File: src/rtl/aie_trip_if.sv
// Sweep-side bus between the per-ID envelope stage and the trip collector.
// master: drives sweep stimulus and consumes the published snapshot.
// slave:  the collector itself.
interface aie_trip_if #(
  parameter int unsigned DATA_W = 16
) ();

  // Sweep inputs to the collector
  logic              trig;
  logic [6:0]        aie_addr;
  logic              wr_one;
  logic              mask;
  logic              trip_in;
  logic [DATA_W-1:0] data_in;
  logic              clear;

  // Published snapshot and status
  logic [63:0]       trip_vec;
  logic              trip_any;
  logic [6:0]        first_id;
  logic [DATA_W-1:0] first_data;
  logic              sweep_done;
  logic              sweep_err;
  logic              interlock_out;
  logic              busy;
  logic [15:0]       sweep_cnt;

  modport master (
    output trig, aie_addr, wr_one, mask, trip_in, data_in, clear,
    input  trip_vec, trip_any, first_id, first_data, sweep_done, sweep_err,
           interlock_out, busy, sweep_cnt
  );

  modport slave (
    input  trig, aie_addr, wr_one, mask, trip_in, data_in, clear,
    output trip_vec, trip_any, first_id, first_data, sweep_done, sweep_err,
           interlock_out, busy, sweep_cnt
  );

endinterface

File: src/rtl/aie_trip_collector.sv
// Collects per-ID trip results during an address sweep, dedupes repeated strobes,
// remembers the first tripping ID/value and publishes a stable snapshot plus a
// sticky interlock request when the sweep ends (or times out).
module aie_trip_collector #(
  parameter int unsigned MAX_ID_NUM    = 60,
  parameter int unsigned SWEEP_TIMEOUT = 4095,
  parameter int unsigned DATA_W        = 16
) (
  input logic       clk,
  input logic       reset_n,
  input logic       clk_enable,
  aie_trip_if.slave bus
);

  localparam int unsigned TimerW = (SWEEP_TIMEOUT > 1) ? $clog2(SWEEP_TIMEOUT + 1) : 1;
  localparam logic [TimerW-1:0] TimeoutVal = TimerW'(SWEEP_TIMEOUT);
  localparam logic [6:0] EndAddr = 7'(MAX_ID_NUM);
  localparam logic [6:0] NoId    = 7'h7F;
  // Bits of the 64-bit vectors that correspond to real IDs
  localparam logic [63:0] IdMask = (MAX_ID_NUM >= 64) ? {64{1'b1}} :
                                   ((64'd1 << MAX_ID_NUM) - 64'd1);

  typedef enum logic [1:0] {StIdle, StCollect, StPublish} state_e;

  state_e            state_q;

  // Working registers for the sweep in progress
  logic [63:0]       seen_q;
  logic [63:0]       work_trip_q;
  logic              work_first_vld_q;
  logic [6:0]        work_first_id_q;
  logic [DATA_W-1:0] work_first_data_q;
  logic [TimerW-1:0] timer_q;
  logic              timeout_q;

  // Published snapshot
  logic [63:0]       trip_vec_q;
  logic              trip_any_q;
  logic [6:0]        first_id_q;
  logic [DATA_W-1:0] first_data_q;
  logic              sweep_done_q;
  logic              sweep_err_q;
  logic              interlock_q;
  logic [15:0]       sweep_cnt_q;

  logic              in_range;
  logic              accept;
  logic              hit;
  logic              timer_hit;
  logic              trip_any_nxt;
  logic              sweep_err_nxt;
  logic              publish;
  logic [5:0]        id_idx;

  // Decode of the current strobe and of the snapshot that PUBLISH would write
  always_comb begin
    id_idx        = bus.aie_addr[5:0];
    in_range      = bus.aie_addr < EndAddr;
    hit           = bus.mask & bus.trip_in;
    accept        = (state_q == StCollect) && clk_enable && !bus.trig && bus.wr_one &&
                    in_range && !seen_q[id_idx];
    timer_hit     = timer_q == TimeoutVal;
    trip_any_nxt  = |(work_trip_q & IdMask);
    sweep_err_nxt = timeout_q | ((seen_q & IdMask) != IdMask);
    publish       = (state_q == StPublish) && clk_enable && !bus.trig;
  end

  // Sweep FSM, working registers and registered snapshot outputs
  always_ff @(posedge clk or negedge reset_n) begin
    if (!reset_n) begin
      state_q           <= StIdle;
      seen_q            <= '0;
      work_trip_q       <= '0;
      work_first_vld_q  <= 1'b0;
      work_first_id_q   <= NoId;
      work_first_data_q <= '0;
      timer_q           <= '0;
      timeout_q         <= 1'b0;
      trip_vec_q        <= '0;
      trip_any_q        <= 1'b0;
      first_id_q        <= NoId;
      first_data_q      <= '0;
      sweep_done_q      <= 1'b0;
      sweep_err_q       <= 1'b0;
      sweep_cnt_q       <= '0;
    end else begin
      // sweep_done is a pulse; it never stretches while clk_enable is low
      sweep_done_q <= 1'b0;
      if (clk_enable) begin
        if (bus.trig) begin
          // Restart wins over sweep end / timeout; an open sweep is dropped silently
          state_q           <= StCollect;
          seen_q            <= '0;
          work_trip_q       <= '0;
          work_first_vld_q  <= 1'b0;
          work_first_id_q   <= NoId;
          work_first_data_q <= '0;
          timer_q           <= '0;
          timeout_q         <= 1'b0;
        end else begin
          case (state_q)
            StIdle: ;
            StCollect: begin
              if (accept) begin
                seen_q[id_idx] <= 1'b1;
                if (hit) begin
                  work_trip_q[id_idx] <= 1'b1;
                  if (!work_first_vld_q) begin
                    work_first_vld_q  <= 1'b1;
                    work_first_id_q   <= bus.aie_addr;
                    work_first_data_q <= bus.data_in;
                  end
                end
              end
              if (!in_range) begin
                state_q <= StPublish;
              end else if (timer_hit) begin
                state_q   <= StPublish;
                timeout_q <= 1'b1;
              end else begin
                timer_q <= timer_q + 1'b1;
              end
            end
            StPublish: begin
              trip_vec_q   <= work_trip_q & IdMask;
              trip_any_q   <= trip_any_nxt;
              first_id_q   <= work_first_vld_q ? work_first_id_q : NoId;
              first_data_q <= work_first_vld_q ? work_first_data_q : '0;
              sweep_err_q  <= sweep_err_nxt;
              sweep_done_q <= 1'b1;
              sweep_cnt_q  <= sweep_cnt_q + 16'd1;
              state_q      <= StIdle;
            end
            default: state_q <= StIdle;
          endcase
        end
      end
    end
  end

  // Sticky interlock: publish-time set dominates clear; clear works with clk_enable low
  always_ff @(posedge clk or negedge reset_n) begin
    if (!reset_n) begin
      interlock_q <= 1'b0;
    end else if (publish && (trip_any_nxt || sweep_err_nxt)) begin
      interlock_q <= 1'b1;
    end else if (bus.clear) begin
      interlock_q <= 1'b0;
    end
  end

  assign bus.trip_vec      = trip_vec_q;
  assign bus.trip_any      = trip_any_q;
  assign bus.first_id      = first_id_q;
  assign bus.first_data    = first_data_q;
  assign bus.sweep_done    = sweep_done_q;
  assign bus.sweep_err     = sweep_err_q;
  assign bus.interlock_out = interlock_q;
  assign bus.busy          = (state_q == StCollect);
  assign bus.sweep_cnt     = sweep_cnt_q;

endmodule

File: src/flat_wrapper.sv
// flat-port wrapper written by rule: the top's interface ports become plain ports
module aie_trip_collector_flat 
#(
  parameter int unsigned MAX_ID_NUM    = 60,
  parameter int unsigned SWEEP_TIMEOUT = 4095,
  parameter int unsigned DATA_W        = 16
)
  (clk, reset_n, clk_enable, bus_trig, bus_aie_addr, bus_wr_one, bus_mask, bus_trip_in, bus_data_in, bus_clear, bus_trip_vec, bus_trip_any, bus_first_id, bus_first_data, bus_sweep_done, bus_sweep_err, bus_interlock_out, bus_busy, bus_sweep_cnt);
  aie_trip_if #(.DATA_W(DATA_W)) bus_i ();
  input logic clk;
  input logic reset_n;
  input logic clk_enable;
  input wire logic [$bits(bus_i.trig)-1:0] bus_trig;
  input wire logic [$bits(bus_i.aie_addr)-1:0] bus_aie_addr;
  input wire logic [$bits(bus_i.wr_one)-1:0] bus_wr_one;
  input wire logic [$bits(bus_i.mask)-1:0] bus_mask;
  input wire logic [$bits(bus_i.trip_in)-1:0] bus_trip_in;
  input wire logic [$bits(bus_i.data_in)-1:0] bus_data_in;
  input wire logic [$bits(bus_i.clear)-1:0] bus_clear;
  output wire logic [$bits(bus_i.trip_vec)-1:0] bus_trip_vec;
  output wire logic [$bits(bus_i.trip_any)-1:0] bus_trip_any;
  output wire logic [$bits(bus_i.first_id)-1:0] bus_first_id;
  output wire logic [$bits(bus_i.first_data)-1:0] bus_first_data;
  output wire logic [$bits(bus_i.sweep_done)-1:0] bus_sweep_done;
  output wire logic [$bits(bus_i.sweep_err)-1:0] bus_sweep_err;
  output wire logic [$bits(bus_i.interlock_out)-1:0] bus_interlock_out;
  output wire logic [$bits(bus_i.busy)-1:0] bus_busy;
  output wire logic [$bits(bus_i.sweep_cnt)-1:0] bus_sweep_cnt;
  assign bus_i.trig = bus_trig;
  assign bus_i.aie_addr = bus_aie_addr;
  assign bus_i.wr_one = bus_wr_one;
  assign bus_i.mask = bus_mask;
  assign bus_i.trip_in = bus_trip_in;
  assign bus_i.data_in = bus_data_in;
  assign bus_i.clear = bus_clear;
  assign bus_trip_vec = bus_i.trip_vec;
  assign bus_trip_any = bus_i.trip_any;
  assign bus_first_id = bus_i.first_id;
  assign bus_first_data = bus_i.first_data;
  assign bus_sweep_done = bus_i.sweep_done;
  assign bus_sweep_err = bus_i.sweep_err;
  assign bus_interlock_out = bus_i.interlock_out;
  assign bus_busy = bus_i.busy;
  assign bus_sweep_cnt = bus_i.sweep_cnt;
  aie_trip_collector #(.MAX_ID_NUM(MAX_ID_NUM), .SWEEP_TIMEOUT(SWEEP_TIMEOUT), .DATA_W(DATA_W)) u_core (.clk(clk), .reset_n(reset_n), .clk_enable(clk_enable), .bus(bus_i));
endmodule
File: config.mk
export PLATFORM = sky130hd
export DESIGN_NAME = aie_trip_collector_flat
export DESIGN_NICKNAME = d
export VERILOG_FILES = /design/src/rtl/aie_trip_if.sv /design/src/rtl/aie_trip_collector.sv /design/src/flat_wrapper.sv
export SDC_FILE = /design/constraint.sdc
export NUM_CORES = 1
export LEC_CHECK = 0
export ABC_CLOCK_PERIOD_IN_PS = 2150
export BUFFER_PORTS_ARGS = -buffer_cell sky130_fd_sc_hd__buf_2
export CORE_MARGIN = 2
export CORE_UTILIZATION = 35
export CTS_CLUSTER_DIAMETER = 30
export DETAILED_ROUTE_END_ITERATION = 10
export PLACE_DENSITY = 0.58
export SLEW_MARGIN = 20
export SYNTH_ARGS = -nofsm -noshare
export SYNTH_HDL_FRONTEND = slang
export SYNTH_SLANG_ARGS = --single-unit
File: constraint.sdc
create_clock -name clk -period 2.15 [get_ports clk]
set_input_delay 0.215 -clock clk [delete_from_list [all_inputs] [get_ports clk]]
set_output_delay 0.215 -clock clk [all_outputs]
set_load 0.02 [all_outputs]
==> results.toml, run 1 <==
[outcome]
status = "finished with violations"
violations = "setup timing"

[pwr]
total_power_uw = 15300
sequentialPowerShare_pct = 34.2
p_sw_share_pct = 22.6
power_frac_comb_pct = 6.0
p_switching_uw = 3450
power.share.clock_pct = 59.8
p_leak_uw = 0.00805
pwr_density_cell_nw_per_um2 = 945
p_int_uw = 11800
irDropWorstVdd_uv = 477

[sta]
setup_viol = 39
setup_ws_ps = -126
fin_hold_ws_ps = 32.5
fin_skew_ps = 17.4
finalCritPeriodShare_pct = 106
hold_viol = 0
fmax_mhz = 439
report.final.slew_viol_count = 0
timing.slew.headroom_pct = 50.6
worst-slew-pin-transition_ps = 741
rsz0062_at_grt = "yes"
finalCriticalPeriod_ps = 2280

[flow_run]
maxCapViolCount = 0

[placed_design]
place_ws_ps = -339
placed_area_um2 = 13400
hpwl_um = 21600
port_buffers = 134
globalplace.congestion = 0.950

[detailed_routing]
drcViolationCount = 0
avgViaCountPerCell = 4.95
dr.pass1.iters = 5
drt-initial-drc-count = 707
drt-wirelength-per-cell_um = 16.9
postRouteAntennaNets = 0
wirelength_um = 32900
vias = 9648

[final_layout]
n_antenna_cell = 0
fin_area_um2 = 16200
fillers = 2969
area_delta_synth_final_pct = 40.9
drive_above_1_share_pct = 31.5
num-nets-final = 1496
final_util_pct = 49.9

[synth]
yosysTopAreaCell = "dfrtp_1"
synth_cell_types = 60
synth_area_um2 = 11500
ys_warn_count = 0
synth_edf_count = 0
synth_area_leaders = "dfrtp_1 55%, nand2_1 12%, o21ai_0 3.4%, dfstp_2 3.2%, mux2i_1 2.8%"
yosysSeqAreaShare_pct = 58.2
ys_async_sr_fraction_pct = 100
ys_seq_elements = 266
synth_top_cell_area_share_pct = 55.0
ys.flop_type = "dfrtp_1"
synth_area_per_cell_um2 = 9.56
syn_inst = 1200

[clock_network]
clk_pin_slew_ps = 50
clock_path_buffers = 3
h-tree-depth = 2
clkLatencyLatePin_ps = 560
cts_root_buf = "clkbuf_16"
cts_buffers = 54
cts.sinks = 266
cts_tree = "yes"

[critical_path]
r2r_slack_ps = -130
slowest_delay_ps = 470
crit_buf_inv = 1
crit_arrival_ps = 2750
r2r-start = "u_core.seen_q[20]$_DFFE_PN0P_"
cp_cell_sequence = "mux4_2 > mux2_4 > nand2_2 > and3b_2 > buf_4 > or3b_4 > o21ai_2"
start_kind = "register"
reg2regPathDepth = 7
reg2reg_to = "u_core.work_trip_q[38]$_DFFE_PN0P_"
cp.required_ps = 2630
crit_fanout = 8
critical_path_class = "register to register"
cp_slowest_cell = "mux4_2"
worstSetupEndpointType = "register"
critPathTopFamily = "multiplexers"

[grt]
groute.usage.overall_pct = 19.3
grt_pass1_vias = 9854
grt_max_degree = 115
grt-ovfl-total = 0
grt_pass1_wl_um = 52300
antenna_found_initial = 0

[floorplan]
num_rows = 66
dieArea_um2 = 34200
start_util_pct = 35.4
die_y_um = 185
ios = 139
coreArea_um2 = 32400
die_x_um = 185

[hold_path]
worstHoldStart = "bus_aie_addr[6]"
holdPathEnd = "u_core.state_q[1]$_DFFE_PN0P_"
whs_path_depth = 3
hold_class = "input pin to register"
[power by group through the flow]
stage          combinational (uW)  sequential [uW]  clock [uW]
2_1_floorplan                 329             5400           0
3_3_place_gp                  854             5300           0
3_5_place_dp                  867             5300           0
4_1_cts                       901             5220        9280
5_1_grt                      1010             5230        9530
6_report                      912             5220        9140
[cell families (layout without fill, tap and decap cells)]
family | after synthesis | count (layout) | share of synthesized area, %
other | 1 | 4 | 0.0327
buffers and inverters | 98 | 404 | 3.91
adder cells (fa/ha/maj) | 2 | 2 | 0.218
multiplexers | 43 | 43 | 4.56
AND/OR/NAND/NOR | 599 | 599 | 22.7
flip-flops | 266 | 266 | 58.2
AO/OA/AOI/OAI | 168 | 168 | 8.61
XOR/XNOR | 23 | 23 | 1.76
[stage by stage]
step,setup TNS [ps],cells
after floorplan,0,1203
after global placement,-22710,1820
after detailed placement,-28040,1820
after CTS,-2290,1948
after global routing,-7170,1951
final,-2720,1951
[timing repair]
action                                  4_1_cts  5_1_grt
hold buffers                                 18        0
buffers inserted                              5        6
endpoints found under the setup margin       58      121
pin swaps                                     2       23
cloned                                        3        2
resized for setup                            28      139
endpoints found under the hold margin       178        0
[registers in the layout (all words and copies together), names as in the netlist, 2 cells and up]
signal,cells
u_core.bus.first_id,7
u_core.bus.trip_vec,60
u_core.timer_q,12
u_core.work_first_data_q,16
u_core.bus.first_data,16
u_core.seen_q,64
u_core.work_trip_q,60
u_core.work_first_id_q,7
u_core.state_q,2
u_core.bus.sweep_cnt,16
[Yosys cell counts (all sizes together) (5+ instances only)]
library cell and n:
nand2 379, dfrtp 252, o21ai 86, nor2 84, clkbuf 51, a31oi 36
nand3 34, mux2i 32, buf 27, nand4 22, inv 20, nor4 18
dfstp 14, xnor2 13, a21oi 12, o31ai 10, xor2 10, and2 8
and3 8, mux4 7, nor3 7, nand2b 6, and3b 5, nand3b 5
nor3b 5, o22ai 5
[cells in the final DEF, fill, tap and decap left out, types with 6 or more instances in the layout]
| master | n |
|---|---|
| inv_6 | 6 |
| o31ai_1 | 6 |
| xnor2_1 | 13 |
| nand2_1 | 373 |
| buf_12 | 10 |
| clkbuf_8 | 9 |
| dfrtp_1 | 252 |
| a21oi_1 | 12 |
| o21ai_1 | 9 |
| clkinvlp_4 | 6 |
| and3_1 | 8 |
| buf_8 | 6 |
| mux2i_1 | 31 |
| nor4_1 | 18 |
| inv_1 | 19 |
| and2_1 | 7 |
| buf_6 | 6 |
| nand4_1 | 22 |
| buf_4 | 107 |
| nor3_1 | 6 |
| bufinv_16 | 12 |
| clkbuf_16 | 56 |
| nor2_1 | 83 |
| o21ai_2 | 49 |
| clkinv_2 | 9 |
| dfstp_2 | 14 |
| nand3_1 | 30 |
| buf_2 | 133 |
| nand2b_1 | 6 |
| mux4_2 | 7 |
| a31oi_1 | 26 |
| dlygate4sd3_1 | 18 |
| xor2_1 | 10 |
| o21ai_0 | 28 |
[final cells by class]
cell class	count	area (um^2)	share of cell area (%)
flip-flops and latches	266	6670	41.3
well taps	442	553	3.42
clock buffers	66	1490	9.20
inverters	20	75.1	0.465
clock inverters	36	537	3.32
multi-input cells	839	4770	29.6
repair buffers	282	2060	12.7
[metal layers]
layer	routed length (um)	vias to the layer above	global-route usage, %
met5	0	-	0
met4	791	0	6.73
met3	1690	61	3.44
met2	15700	236	31.3
met1	14700	4738	26.0
li1	-	4613	-
[worst reg2reg max path: stages (launching register included)]
cell     delay (ps)
dfrtp_1         400
mux4_2          470
mux2_4          290
nand2_2          60
and3b_2         230
buf_4           150
or3b_4          460
o21ai_2         150
[how the worst max path moves through the flow]
stage,startpoint,endpoint,depth (start not counted)
2_1_floorplan,bus_aie_addr[0],u_core.work_first_id_q[2]$_DFFE_PN1P_,10
3_3_place_gp,bus_aie_addr[0],u_core.work_trip_q[38]$_DFFE_PN0P_,7
3_5_place_dp,bus_aie_addr[0],u_core.work_trip_q[38]$_DFFE_PN0P_,7
4_1_cts,u_core.seen_q[20]$_DFFE_PN0P_,u_core.work_first_id_q[5]$_DFFE_PN1P_,8
5_1_grt,u_core.seen_q[22]$_DFFE_PN0P_,u_core.work_trip_q[39]$_DFFE_PN0P_,7
6_report,u_core.seen_q[20]$_DFFE_PN0P_,u_core.work_trip_q[38]$_DFFE_PN0P_,7
Power figures use the tool's default switching activity.
==> run 2, diff against run 1 <==
--- a/config.mk
+++ b/config.mk
@@ -8,10 +8,10 @@
 export ABC_CLOCK_PERIOD_IN_PS = 2150
 export BUFFER_PORTS_ARGS = -buffer_cell sky130_fd_sc_hd__buf_2
 export CORE_MARGIN = 2
-export CORE_UTILIZATION = 35
+export CORE_UTILIZATION = 52
 export CTS_CLUSTER_DIAMETER = 30
 export DETAILED_ROUTE_END_ITERATION = 10
-export PLACE_DENSITY = 0.58
+export PLACE_DENSITY = 0.78
 export SLEW_MARGIN = 20
 export SYNTH_ARGS = -nofsm -noshare
 export SYNTH_HDL_FRONTEND = slang
==> results.toml, run 2 (synthesis results as in run 1) <==
[critical_path]
worstSetupEndpointType = "register"
critical_path_class = "register to register"
cp.required_ps = 2600
start_kind = "register"
crit_fanout = 6
crit_arrival_ps = 2730

[placed_design]
dp_cells = 1642
hpwl_um = 20200
placed_area_um2 = 13000
globalplace.congestion = 0.952
port_buffers = 134
place_ws_ps = -315

[sta]
finalCriticalPeriod_ps = 2280
worst-slew-pin-transition_ps = 809
rsz0062_at_grt = "yes"
hold_viol = 0
tns_ps = -2150
fmax_mhz = 439
setup_ws_ps = -130
finalCritPeriodShare_pct = 106
timing.slew.headroom_pct = 46.1
setup_viol = 39
fin_skew_ps = 22.1
report.final.slew_viol_count = 0

[pwr]
p_sw_share_pct = 24.5
p_leak_uw = 0.00762
pwr_density_cell_nw_per_um2 = 897
power.share.clock_pct = 54.6
irDropWorstVdd_uv = 536
sequentialPowerShare_pct = 38.8
p_int_uw = 10200
power_frac_comb_pct = 6.6
p_switching_uw = 3300

[detailed_routing]
drt-initial-drc-count = 968
drt-wirelength-per-cell_um = 18.9
wirelength_um = 33100
drcViolationCount = 0
postRouteAntennaNets = 0
avgViaCountPerCell = 5.76
vias = 10100
dr.pass1.iters = 7

[clock_network]
cts_tree = "yes"
clk_pin_slew_ps = 50
cts.sinks = 266
cts_buffers = 45
cts_root_buf = "clkbuf_16"
clkLatencyLatePin_ps = 540
clock_path_buffers = 3
h-tree-depth = 2

[grt]
grt_pass1_wl_um = 51800
grt_pass1_vias = 10100
grt-ovfl-total = 0
antenna_found_initial = 0
grt_max_degree = 115
groute.usage.overall_pct = 27.3

[final_layout]
fillers = 1520
largest_reg_flops = 64
top_register = "u_core.seen_q"
fin_area_um2 = 15000
drive_above_1_share_pct = 26.5
final_common_cell = "nand2_1"
n_antenna_cell = 0
multi_input_comb_area_um2 = 4530
seq_area_um2 = 6670
final_cell_mix = "373 x nand2_1, 252 x dfrtp_1, 133 x buf_2"
instances_no_fill = 1753
area_delta_synth_final_pct = 31.1
num-nets-final = 1470

[floorplan]
die_y_um = 153
num_rows = 54
die_x_um = 153
coreArea_um2 = 21800
dieArea_um2 = 23300
start_util_pct = 52.7
ios = 139

[outcome]
violations = "setup timing"
status = "finished with violations"

[flow_run]
maxCapViolCount = 0

[hold_path]
hold_class = "input pin to register"
[run 2: cell count changes in the layout (fill, tap and decap cells not counted), sizes merged, moves of 3 or more]
cell    delta
buf       -18
bufinv     -6
clkbuf    -16
inv        +3
[run 2: through the flow]
step           util [%]  hold slack [ps]  total power [uW]
2_1_floorplan         -            -80.6              5730
3_3_place_gp       59.7              159              6110
3_5_place_dp       59.7              166              6130
4_1_cts            68.0             5.29             13500
5_1_grt            69.1             14.6             13900
6_report           69.1             11.3             13500
[run 2: area by class of cell]
class                      instances  share of cell area [%]
sequential                       266                    44.4
multi-input combinational        839                    30.2
timing repair buffer             265                    12.2
clock buffer                      50                    7.82
clock inverter                    33                    2.63
tap                              280                    2.33
inverter                          20                   0.499
[run 2: worst max-delay path: stages, from the launching register on]
cell	delay, ps
dfrtp_1	400
mux4_2	470
mux2_4	290
nand2_2	70
and3b_2	240
and4b_4	340
buf_12	160
mux2i_1	240
[run 2: what timing repair did]
action / 4_1_cts / 5_1_grt
setup endpoints to repair: 65 / 135
buffers inserted: 1 / 5
endpoints found under the hold margin: 99 / 0
resized for setup: 20 / 54
gates cloned: 0 / 4
pin swaps: 0 / 5
hold buffers: 19 / 0
[run 2: final timing paths]
kind                                                            from                                      end  slack [ps]  cells after the start
worst min-delay path                                 bus_aie_addr[3]    u_core.work_first_id_q[3]$_DFFE_PN1P_          10                      3
max in group asynchronous                                    reset_n            u_core.seen_q[35]$_DFFE_PN0P_        1140                      3
worst max register to register         u_core.seen_q[19]$_DFFE_PN0P_  u_core.work_first_data_q[2]$_DFFE_PN0P_        -130                      7
worst min register to register  u_core.bus.sweep_cnt[15]$_DFFE_PN0P_     u_core.bus.sweep_cnt[15]$_DFFE_PN0P_         460                      1
worst max-delay path                   u_core.seen_q[19]$_DFFE_PN0P_  u_core.work_first_data_q[2]$_DFFE_PN0P_        -130                      7
min in group asynchronous                                    reset_n       u_core.work_trip_q[29]$_DFFE_PN0P_         190                      2
[run 2: layer usage]
metal	GRT usage (%)	wire, um
met4	11.4	1030
met1	36.2	13300
met3	5.72	2510
met2	44.4	16300
met5	0	0
[run 2: power by group through the flow]
stage / clock network (uW) / registers [uW] / logic, uW
after detailed placement: 0 / 5300 / 830
after floorplan: 0 / 5400 / 329
after global routing: 7660 / 5240 / 965
after CTS: 7400 / 5220 / 870
final: 7350 / 5230 / 892
after global placement: 0 / 5300 / 809
